### config.mk
export PLATFORM = sky130hd
export DESIGN_NAME = pwm_wb8
export DESIGN_NICKNAME = d
export VERILOG_FILES = /design/src/rtl/pwm_wb8_pkg.sv /design/src/rtl/pwm_wb8_channel.sv /design/src/rtl/pwm_wb8.sv
export SDC_FILE = /design/constraint.sdc
export NUM_CORES = 1
export LEC_CHECK = 0
export CAP_MARGIN = 15
export CORE_MARGIN = 3
export CORE_UTILIZATION = 35
export DETAILED_ROUTE_END_ITERATION = 10
export PLACE_DENSITY_LB_ADDON = 0.3
export SYNTH_ARGS = -nofsm -noshare
export SYNTH_HDL_FRONTEND = slang
export SYNTH_SLANG_ARGS = --single-unit
### constraint.sdc
create_clock -name I_wb_clk -period 6.2 [get_ports I_wb_clk]
set_input_delay 1.55 -clock I_wb_clk [delete_from_list [all_inputs] [get_ports I_wb_clk]]
set_output_delay 1.55 -clock I_wb_clk [all_outputs]
set_load 0.01 [all_outputs]
### src/rtl/pwm_wb8_pkg.sv
// Shared definitions for the pwm_wb8 Wishbone PWM block: register map,
// CTRL/STATUS bit positions and the CTRL register layout.
package pwm_wb8_pkg;

    // Register addresses (low 3 bits of the bus address)
    localparam logic [2:0] ADR_CTRL   = 3'd0;
    localparam logic [2:0] ADR_PRESC  = 3'd1;
    localparam logic [2:0] ADR_TOP    = 3'd2;
    localparam logic [2:0] ADR_STATUS = 3'd3;
    localparam logic [2:0] ADR_DUTY0  = 3'd4;

    // CTRL bit indices
    localparam int CTRL_EN      = 0;
    localparam int CTRL_IRQEN   = 1;
    localparam int CTRL_POL     = 2;
    localparam int CTRL_ONESHOT = 3;

    // STATUS bit indices
    localparam int STATUS_WRAP = 0;

    // Duty registers occupy addresses 4..7, so at most four channels fit
    localparam int unsigned MAX_CHANNELS = 4;

    typedef struct packed {
        logic oneshot;
        logic pol;
        logic irqen;
        logic en;
    } ctrl_t;

    // Bus view of CTRL; unused bits read as zero
    function automatic logic [7:0] ctrl_pack(input ctrl_t c);
        logic [7:0] r;
        r               = '0;
        r[CTRL_EN]      = c.en;
        r[CTRL_IRQEN]   = c.irqen;
        r[CTRL_POL]     = c.pol;
        r[CTRL_ONESHOT] = c.oneshot;
        return r;
    endfunction

endpackage

### src/rtl/pwm_wb8_channel.sv
// One PWM channel: duty shadow register plus registered compare output.
// The output is the counter compare XOR polarity, or the idle (polarity)
// level whenever the block is disabled.
module pwm_wb8_channel
    import pwm_wb8_pkg::*;
(
    input  logic       clk_i,
    input  logic       rst_i,
    input  logic [7:0] cnt_i,
    input  logic       load_i,
    input  logic [7:0] duty_i,
    input  logic       en_i,
    input  logic       pol_i,
    output logic       pwm_o
);

    logic [7:0] duty_sh_q, duty_sh_d;
    logic       pwm_q, pwm_d;

    // Next-state: shadow reloads on the load strobe, output follows compare
    always_comb begin
        duty_sh_d = load_i ? duty_i : duty_sh_q;
        pwm_d     = en_i ? ((cnt_i < duty_sh_q) ^ pol_i) : pol_i;
    end

    // State registers with asynchronous reset
    always_ff @(posedge clk_i or posedge rst_i) begin
        if (rst_i) begin
            duty_sh_q <= '0;
            pwm_q     <= 1'b0;
        end else begin
            duty_sh_q <= duty_sh_d;
            pwm_q     <= pwm_d;
        end
    end

    assign pwm_o = pwm_q;

endmodule

### src/rtl/pwm_wb8.sv
// pwm_wb8: 8-bit Wishbone slave with up to four PWM outputs sharing one
// prescaler and period counter. TOP, PRESC and DUTY are shadowed and only
// take effect at a period wrap (or continuously while disabled).
// Optional feature macro: PWM_ONESHOT_EN adds CTRL[3] ONESHOT, which clears
// EN on the wrap event.
module pwm_wb8
    import pwm_wb8_pkg::*;
#(
    parameter int unsigned CHANNELS = 4
) (
    input  logic                I_wb_clk,
    input  logic                I_reset,
    input  logic [2:0]          I_wb_adr,
    input  logic [7:0]          I_wb_dat,
    input  logic                I_wb_stb,
    input  logic                I_wb_we,
    output logic [7:0]          O_wb_dat,
    output logic                O_wb_ack,
    output logic [CHANNELS-1:0] O_pwm,
    output logic                O_interrupt
);

    // Programmer-visible registers
    ctrl_t      ctrl_q, ctrl_d;
    logic [7:0] presc_q, presc_d;
    logic [7:0] top_q, top_d;
    logic       wrap_q, wrap_d;
    logic [7:0] duty_q [CHANNELS];
    logic [7:0] duty_d [CHANNELS];

    // Shadows and timebase
    logic [7:0] presc_sh_q, presc_sh_d;
    logic [7:0] top_sh_q, top_sh_d;
    logic [7:0] pcnt_q, pcnt_d;
    logic [7:0] cnt_q, cnt_d;

    // Bus response
    logic       ack_q;
    logic [7:0] rdat_q, rdat_d;
    logic [7:0] rdata;

    logic wr, rd, tick, wrap_ev, load;

    assign wr      = I_wb_stb & I_wb_we;
    assign rd      = I_wb_stb & ~I_wb_we;
    assign tick    = ctrl_q.en & (pcnt_q == presc_sh_q);
    assign wrap_ev = tick & (cnt_q == top_sh_q);
    // Shadows track the written values while idle, and latch them at each wrap
    assign load    = ~ctrl_q.en | wrap_ev;

    // Register file next-state: bus writes, then wrap event (set beats clear)
    always_comb begin
        ctrl_d  = ctrl_q;
        presc_d = presc_q;
        top_d   = top_q;
        wrap_d  = wrap_q;
        for (int n = 0; n < int'(CHANNELS); n++) begin
            duty_d[n] = duty_q[n];
        end

        if (wr) begin
            case (I_wb_adr)
                ADR_CTRL: begin
                    ctrl_d.en    = I_wb_dat[CTRL_EN];
                    ctrl_d.irqen = I_wb_dat[CTRL_IRQEN];
                    ctrl_d.pol   = I_wb_dat[CTRL_POL];
`ifdef PWM_ONESHOT_EN
                    ctrl_d.oneshot = I_wb_dat[CTRL_ONESHOT];
`endif
                end
                ADR_PRESC: presc_d = I_wb_dat;
                ADR_TOP:   top_d   = I_wb_dat;
                ADR_STATUS: begin
                    if (I_wb_dat[STATUS_WRAP]) begin
                        wrap_d = 1'b0;
                    end
                end
                default: begin
                    for (int n = 0; n < int'(CHANNELS); n++) begin
                        if (I_wb_adr == ADR_DUTY0 + 3'(n)) begin
                            duty_d[n] = I_wb_dat;
                        end
                    end
                end
            endcase
        end

        if (wrap_ev) begin
            wrap_d = 1'b1;
`ifdef PWM_ONESHOT_EN
            if (ctrl_q.oneshot) begin
                ctrl_d.en = 1'b0;
            end
`endif
        end
    end

    // Timebase next-state: prescaler, period counter and shadow reloads
    always_comb begin
        pcnt_d     = pcnt_q;
        cnt_d      = cnt_q;
        presc_sh_d = load ? presc_q : presc_sh_q;
        top_sh_d   = load ? top_q : top_sh_q;
        if (!ctrl_q.en) begin
            pcnt_d = '0;
            cnt_d  = '0;
        end else if (tick) begin
            pcnt_d = '0;
            cnt_d  = (cnt_q == top_sh_q) ? 8'd0 : cnt_q + 8'd1;
        end else begin
            pcnt_d = pcnt_q + 8'd1;
        end
    end

    // Read mux; unmapped addresses return zero
    always_comb begin
        rdata = '0;
        case (I_wb_adr)
            ADR_CTRL:   rdata = ctrl_pack(ctrl_q);
            ADR_PRESC:  rdata = presc_q;
            ADR_TOP:    rdata = top_q;
            ADR_STATUS: rdata = {7'b0, wrap_q};
            default: begin
                for (int n = 0; n < int'(CHANNELS); n++) begin
                    if (I_wb_adr == ADR_DUTY0 + 3'(n)) begin
                        rdata = duty_q[n];
                    end
                end
            end
        endcase
        rdat_d = rd ? rdata : 8'h00;
    end

    // All block state, asynchronously cleared
    always_ff @(posedge I_wb_clk or posedge I_reset) begin
        if (I_reset) begin
            ctrl_q     <= '0;
            presc_q    <= '0;
            top_q      <= '0;
            wrap_q     <= 1'b0;
            for (int n = 0; n < int'(CHANNELS); n++) begin
                duty_q[n] <= '0;
            end
            presc_sh_q <= '0;
            top_sh_q   <= '0;
            pcnt_q     <= '0;
            cnt_q      <= '0;
            ack_q      <= 1'b0;
            rdat_q     <= '0;
        end else begin
            ctrl_q     <= ctrl_d;
            presc_q    <= presc_d;
            top_q      <= top_d;
            wrap_q     <= wrap_d;
            for (int n = 0; n < int'(CHANNELS); n++) begin
                duty_q[n] <= duty_d[n];
            end
            presc_sh_q <= presc_sh_d;
            top_sh_q   <= top_sh_d;
            pcnt_q     <= pcnt_d;
            cnt_q      <= cnt_d;
            ack_q      <= I_wb_stb;
            rdat_q     <= rdat_d;
        end
    end

    // Per-channel duty shadow and compare output
    for (genvar n = 0; n < int'(CHANNELS); n++) begin : g_ch
        pwm_wb8_channel u_ch (
            .clk_i  (I_wb_clk),
            .rst_i  (I_reset),
            .cnt_i  (cnt_q),
            .load_i (load),
            .duty_i (duty_q[n]),
            .en_i   (ctrl_q.en),
            .pol_i  (ctrl_q.pol),
            .pwm_o  (O_pwm[n])
        );
    end

    assign O_wb_ack    = ack_q;
    assign O_wb_dat    = rdat_q;
    assign O_interrupt = wrap_q & ctrl_q.irqen;

endmodule

==> impl_results.md, run 1 <==
* Outcome: finished clean
* Synth Instances at approximately 500
* Vias in the first global route at 4,091
* Root Driver: clkbuf_16
* Tcrit/Tclk final at 57.4%
* FP Rows at 49
* Ys flop type: dfrtp_1
* Clock net sink count at 129
* Yosys reg bits at 129
* Die H at 142 um
* Post-DR vias/cell at 5.14
* Via count at 3,996
* Leak at 3.42 nW
* Worst hold path depth at 1
* GPL Wtd Cong at 0.809
* List of most frequent post-synthesis cells: dfrtp_1 (129), mux2_2 (79), ha_1 (30), inv_1 (30), nor2_1 (28)
* Slew HR at 32.3%
* Path depth of the worst reg2reg path at 6
* IO buf count at 28
* Largest cells by area after synthesis: dfrtp_1 (50%), mux2_2 (14%), ha_1 (5.8%)
* Yosys top cell area share at approximately 50%
* Warnings, synthesis at 0
* # resized after CTS at 0
* Hold violation count in the final report at 0
* First-pass GRT wire length at 23.4 mm
* CTS tree: done
* Layout cells sized above 1 at 27.7%
* Critical Path Fanout Max at 19
* RSZ-0062 raised after global routing: no
* Hold WC Path Type: register to register
* Data required, critical path at 6.50 ns
* Sequential area share after synthesis at between 50% and 60%
* Fin. max-slew vios at 0
* Mean post-synth cell area at around 13 um2
* Worst VDD drop at a little over 200 uV
* DRC at 0
* Setup TNS at 0 ns
* IO Pins at 29
* Placement Cell Area at 0.00688 mm2
* Inst Count DP at 746
* Fin area at 0.00751 mm2
* Routed WL at about 15 mm
* Async S/R FF share, synth at 100%
* Antenna cells at 0
* DR WL/cell at 18.7 um
* Post-route insts no fill at 777
* Clock insertion delay at the later pin of the skew report at 0.42 ns
* GRT Total Usage at about 15%
* Max Root-Sink Buffers at 2
* Worst slew pin tran at just over 1 ns
* Final Net Count at 581
* F_max at 281 MHz
* DIE WIDTH at 142 um
* Iter 0 DRT Violations at between 150 and 200
* Crit path launch type: input pin
* Clk pin slew, worst setup/hold paths at 0.06 ns
* Pwr dens at approximately 400 mW/mm2
* Buffer count from post-CTS setup fixing at 0
* Mapped Area at 0.00645 mm2
* Initial DRT Pass Iterations at 4
* Register area at ~0.0032 mm2
* Most numerous cell in the Yosys netlist: dfrtp_1
* Worst Path Class, Setup: input pin to register
* DIE AREA at between 0.02 and 0.025 mm2
* Area of the multi-input gates at between 0.002 and 0.003 mm2
* Fillers at 1,704
* CP endpoint kind: register
* Largest net degree at the start of global routing at 68
* Synth Net Count at approximately 550
* Hold-fix buffers at CTS at 0
* Grt ovf at 0
* Initial antenna violation count at 0
* Core ar. at 0.0180 mm2
* Syn-to-layout area delta at 16.3%
* Starting Density at 35.8%
* Hpwl dp at a little over 10 mm
* WP data arrival at between 3 and 4 ns
* # setup viols final at 0
* ANT nets after route at 0
* Setup Skew at 0.0104 ns
* Post-synth cell types at between 40 and 50
* Leading area contributor after synthesis: dfrtp_1
* Max Cap Viol at 0
* H-tree levels at 4
* Minimum clock period at 3.56 ns
* Total CTS buffers at 17
* Post-synth EDFFs at 0
[power by group]
group | leakage (nW) | switching [mW] | internal [mW]
combinational | 1.50 | 0.295 | 0.399
clock | 0.299 | 0.376 | 0.681
sequential | 1.62 | 0.194 | 1.07
[layout make-up]
type	count	share of cell area [%]
Sequential cell	129	43.0
Multi-Input combinational cell	327	39.3
Clock buffer	18	5.85
Timing Repair Buffer	31	4.03
Tap cell	229	3.82
Clock inverter	13	2.45
Inverter	30	1.53
[worst paths after layout]
path	slack [ns]	from	endpoint
worst min-delay path	0.51	g_ch[0].u_ch.duty_sh_q[7]$_DFFE_PP0P_	g_ch[0].u_ch.duty_sh_q[7]$_DFFE_PP0P_
worst max-delay path	2.64	I_wb_adr[0]	duty_q[23]$_DFFE_PP0P_
max in group asynchronous	3.61	I_reset	top_sh_q[3]$_DFFE_PP0P_
worst min register to register	0.51	g_ch[0].u_ch.duty_sh_q[7]$_DFFE_PP0P_	g_ch[0].u_ch.duty_sh_q[7]$_DFFE_PP0P_
worst max register to register	3.33	cnt_q[3]$_DFFE_PP0P_	g_ch[3].u_ch.duty_sh_q[3]$_DFFE_PP0P_
min in group asynchronous	1.64	I_reset	duty_q[25]$_DFFE_PP0P_
[worst max-delay path, cell delays in order]
cell	delay [ns]
clkdlybuf4s50_1	1.14
nand2b_1	0.16
nor2_1	0.59
mux2_2	0.41
[placed cells by master (no fill, tap or decap), types with 7 or more instances in the layout]
cell,instances
a21oi_1,16
clkbuf_16,17
clkdlybuf4s50_1,28
dfrtp_1,129
ha_1,30
inv_1,29
mux2_2,79
mux2_4,20
mux4_2,9
nand2_1,21
nand2b_1,7
nand3_1,12
nor2_1,28
o21ai_0,8
xnor2_1,13
xor2_1,10
[metrics by stage]
step	setup WS (ns)	hold WS (ns)	utilization, %	power [mW]
floorplan	1.21	0.465	-	1.78
global placement	2.30	0.495	38.2	1.94
detailed placement	2.20	0.497	38.2	1.97
CTS	2.63	0.510	41.6	3.04
global route	2.51	0.518	41.6	3.19
finish	2.64	0.506	41.6	3.01
[state kept, by name (all words and copies together) (netlist names)]
signal               flops
presc_q                  8
O_wb_dat                 8
presc_sh_q               8
duty_q                  32
top_q                    8
pcnt_q                   8
g_ch.u_ch.pwm_o          4
top_sh_q                 8
g_ch.u_ch.duty_sh_q     32
cnt_q                    8
O_wb_ack                 1
ctrl_q                   3
wrap_q                   1
[layer usage]
metal / up-vias / track usage, % / share of wire, %
li1: 1859 / - / -
met1: 2023 / 21.9 / 49
met4: 0 / 6.21 / 1.9
met2: 97 / 22.4 / 44
met3: 17 / 3.88 / 4.7
met5: - / 0 / 0
[cell families after synthesis]
kind of cell               count (synthesis)  share of synthesized area, %
and+or+nand+nor                          107                          8.73
muxes                                    113                          22.4
xor gates and xnor gates                  23                          3.12
adders and majority gates                 30                          5.82
AOI/OAI and AO/OA                         54                          5.72
DFF                                      129                          50.0
buffers and inverters                     53                          4.23
(Power assumes the default switching activity.)
==> inputs of run 2 (changes only) <==
==> constraint.sdc (replaced) <==
create_clock -name I_wb_clk -period 3.2 [get_ports I_wb_clk]
set_input_delay 0.8 -clock I_wb_clk [delete_from_list [all_inputs] [get_ports I_wb_clk]]
set_output_delay 0.8 -clock I_wb_clk [all_outputs]
set_load 0.01 [all_outputs]
==> impl_results.md, run 2 (synthesis results as in run 1) <==
* Tcrit/Tclk final at about three quarters
* IO Pins at 29 (unchanged)
* Minimum clock period at between 2 and 2.5 ns
* GRT Total Usage at 16.3% (+0.89 points)
* CP Depth at 6 (+2)
* Initial DRT Pass Iterations at 4 (unchanged)
* Max Cap Viol at 0 (unchanged)
* Clock insertion delay at the later pin of the skew report at 0.42 ns (about the same)
* Setup TNS at 0 ns (unchanged)
* Path depth of the worst reg2reg path at 6 (unchanged)
* IO buf count at 28 (unchanged)
* Routed WL at 15.1 mm (+3.4%)
* WP data arrival at 2.70 ns (-1.16 ns)
* Final core utilization at 42.3% (+0.67 points)
* # resized after CTS at 0 (unchanged)
* Starting Density at 35.8% (unchanged)
* DIE WIDTH at 142 um (unchanged)
* Data required, critical path at 3.50 ns (-3.00 ns)
* Worst slew pin tran at 0.568 ns (-0.444 ns)
* ANT nets after route at 0 (unchanged)
* Largest net degree at the start of global routing at 67 (-1.5%)
* Final hold slack at 0.511 ns (+0.00450 ns)
* Hpwl dp at 11.1 mm (+6.8%)
* Core ar. at 0.0180 mm2 (unchanged)
* R2R Path Start: cnt_q[5]$_DFFE_PP0P_
* Clk pin slew, worst setup/hold paths at 0.06 ns (about the same)
* Hold WC Path Type: register to register
* # setup viols final at 0 (unchanged)
* Hold violation count in the final report at 0 (unchanged)
* Max Root-Sink Buffers at 2 (unchanged)
* Crit path launch type: register
* RSZ-0062 raised after global routing: no
* DRC at 0 (unchanged)
* Buffer count from post-CTS setup fixing at 0 (unchanged)
* Die H at 142 um (unchanged)
* GPL Wtd Cong at 0.866 (+7.1%)
* Most frequent cells in the layout: dfrtp_1 (129), mux2_2 (79), ha_1 (30)
* Hold-fix buffers at CTS at 0 (unchanged)
* Worst Path Class, Setup: register to register
* WHS Endpoint: g_ch[0].u_ch.duty_sh_q[7]$_DFFE_PP0P_
* DR WL/cell at 19.0 um (+1.2%)
* Root Driver: clkbuf_16
* Leak at 3.50 nW (+2.5%)
* WP buf/inv at 1 (unchanged)
* Slowest stage cell, crit path: dfrtp_1
* Clock net sink count at 129 (unchanged)
* First-pass GRT wire length at 24.8 mm (+5.9%)
* Vias in the first global route at 4,355 (+6.5%)
* Slowest stage delay, CP at 0.58 ns (-0.56 ns)
* CP endpoint kind: register
* Setup Skew at 0.00972 ns (-0.000704 ns)
* Outcome: finished clean
* Grt ovf at 0 (unchanged)
* H-tree levels at 4 (unchanged)
* Worst hold path depth at 1 (unchanged)
* Pwr dens at 755 mW/mm2 (+88%)
* FP Rows at 49 (unchanged)
* Antenna cells at 0 (unchanged)
* Register area at 0.00323 mm2 (unchanged)
* Worst Min Path Start: g_ch[0].u_ch.duty_sh_q[7]$_DFFE_PP0P_
* Total CTS buffers at 17 (unchanged)
* Fin. max-slew vios at 0 (unchanged)
* Initial antenna violation count at 0 (unchanged)
* Top Registers: duty_q: 32 flops, g_ch.u_ch.duty_sh_q: 32 flops
* Via count at 4,059 (+1.6%)
* Layout cells sized above 1 at 29.7% (+2.0 points)
* DIE AREA at 0.0201 mm2 (unchanged)
* CTS tree: done
* Commonest non-fill, non-tap cell in the layout: dfrtp_1
* Area of the multi-input gates at 0.00295 mm2 (unchanged)
* Final Net Count at 599 (+3.1%)
* F_max at 416 MHz
* Delay-heaviest family, CP: flip-flops
* Slew HR at 62.1% (+30 points)
* Reg2reg end: presc_sh_q[5]$_DFFE_PP0P_
* Iter 0 DRT Violations at 366 (+87%)
* FF-to-FF setup slack at 0.80 ns (-2.53 ns)
* Worst VDD drop at 398 uV (+95%)
* Crit-path cells: xnor2_1, nand4_1, or2_1, o21ai_4, buf_12, mux2_2
* Post-DR vias/cell at 5.11 (-0.60%)
* Fillers at 1,655 (-2.9%)
* Syn-to-layout area delta at 18.2%
* Critical Path Fanout Max at 43 (+24)
-- run 2: cell types whose count changed in the layout (fill, tap and decap cells not counted), sizes merged --
cell	before	now
bufinv	4	3
buf	3	21
clkbuf	18	19
clkinv	4	5
inv	32	30
-- run 2: report_power, final --
part	leakage (nW)	internal, mW	switching, mW
logic	1.60	0.790	0.579
clock network	0.285	1.23	0.694
registers	1.62	2.08	0.387
total	3.50	4.10	1.66
-- run 2: final cells by class --
cell class,count,area share (%)
multi-input cells,327,38.7
clock inverters,11,1.82
inverters,30,1.53
flip-flops and latches,129,42.3
clock buffers,19,5.81
well taps,229,3.76
repair buffers,49,6.07
-- run 2: through the flow --
step           power, mW  cell area [um2]  std cells  setup WS [ns]
2_1_floorplan       3.44             6460        509          0.805
3_3_place_gp        3.82             7050        764          0.643
3_5_place_dp        3.88             7050        764          0.595
4_1_cts             5.82             7630        794          0.782
5_1_grt             6.10             7630        794          0.659
6_report            5.76             7630        794          0.795
-- run 2: worst max path at each step --
stage	from	to
2_1_floorplan	I_reset	O_wb_ack$_DFF_PP0_
3_3_place_gp	I_wb_adr[1]	ctrl_q[2]$_DFFE_PP0P_
3_5_place_dp	I_wb_adr[1]	ctrl_q[1]$_DFFE_PP0P_
4_1_cts	cnt_q[5]$_DFFE_PP0P_	g_ch[3].u_ch.duty_sh_q[2]$_DFFE_PP0P_
5_1_grt	cnt_q[5]$_DFFE_PP0P_	g_ch[3].u_ch.duty_sh_q[1]$_DFFE_PP0P_
6_report	cnt_q[5]$_DFFE_PP0P_	presc_sh_q[5]$_DFFE_PP0P_
-- run 2: layer usage --
layer | track usage, % | vias to the layer above | part of all wire [%] | wire length (um)
met5 | 0 | - | 0 | 0
met4 | 5.10 | 0 | 1.8 | 268
met3 | 4.85 | 24 | 5.5 | 827
met2 | 24.1 | 84 | 46 | 6980
met1 | 23.0 | 2055 | 46 | 6980
li1 | - | 1896 | - | -
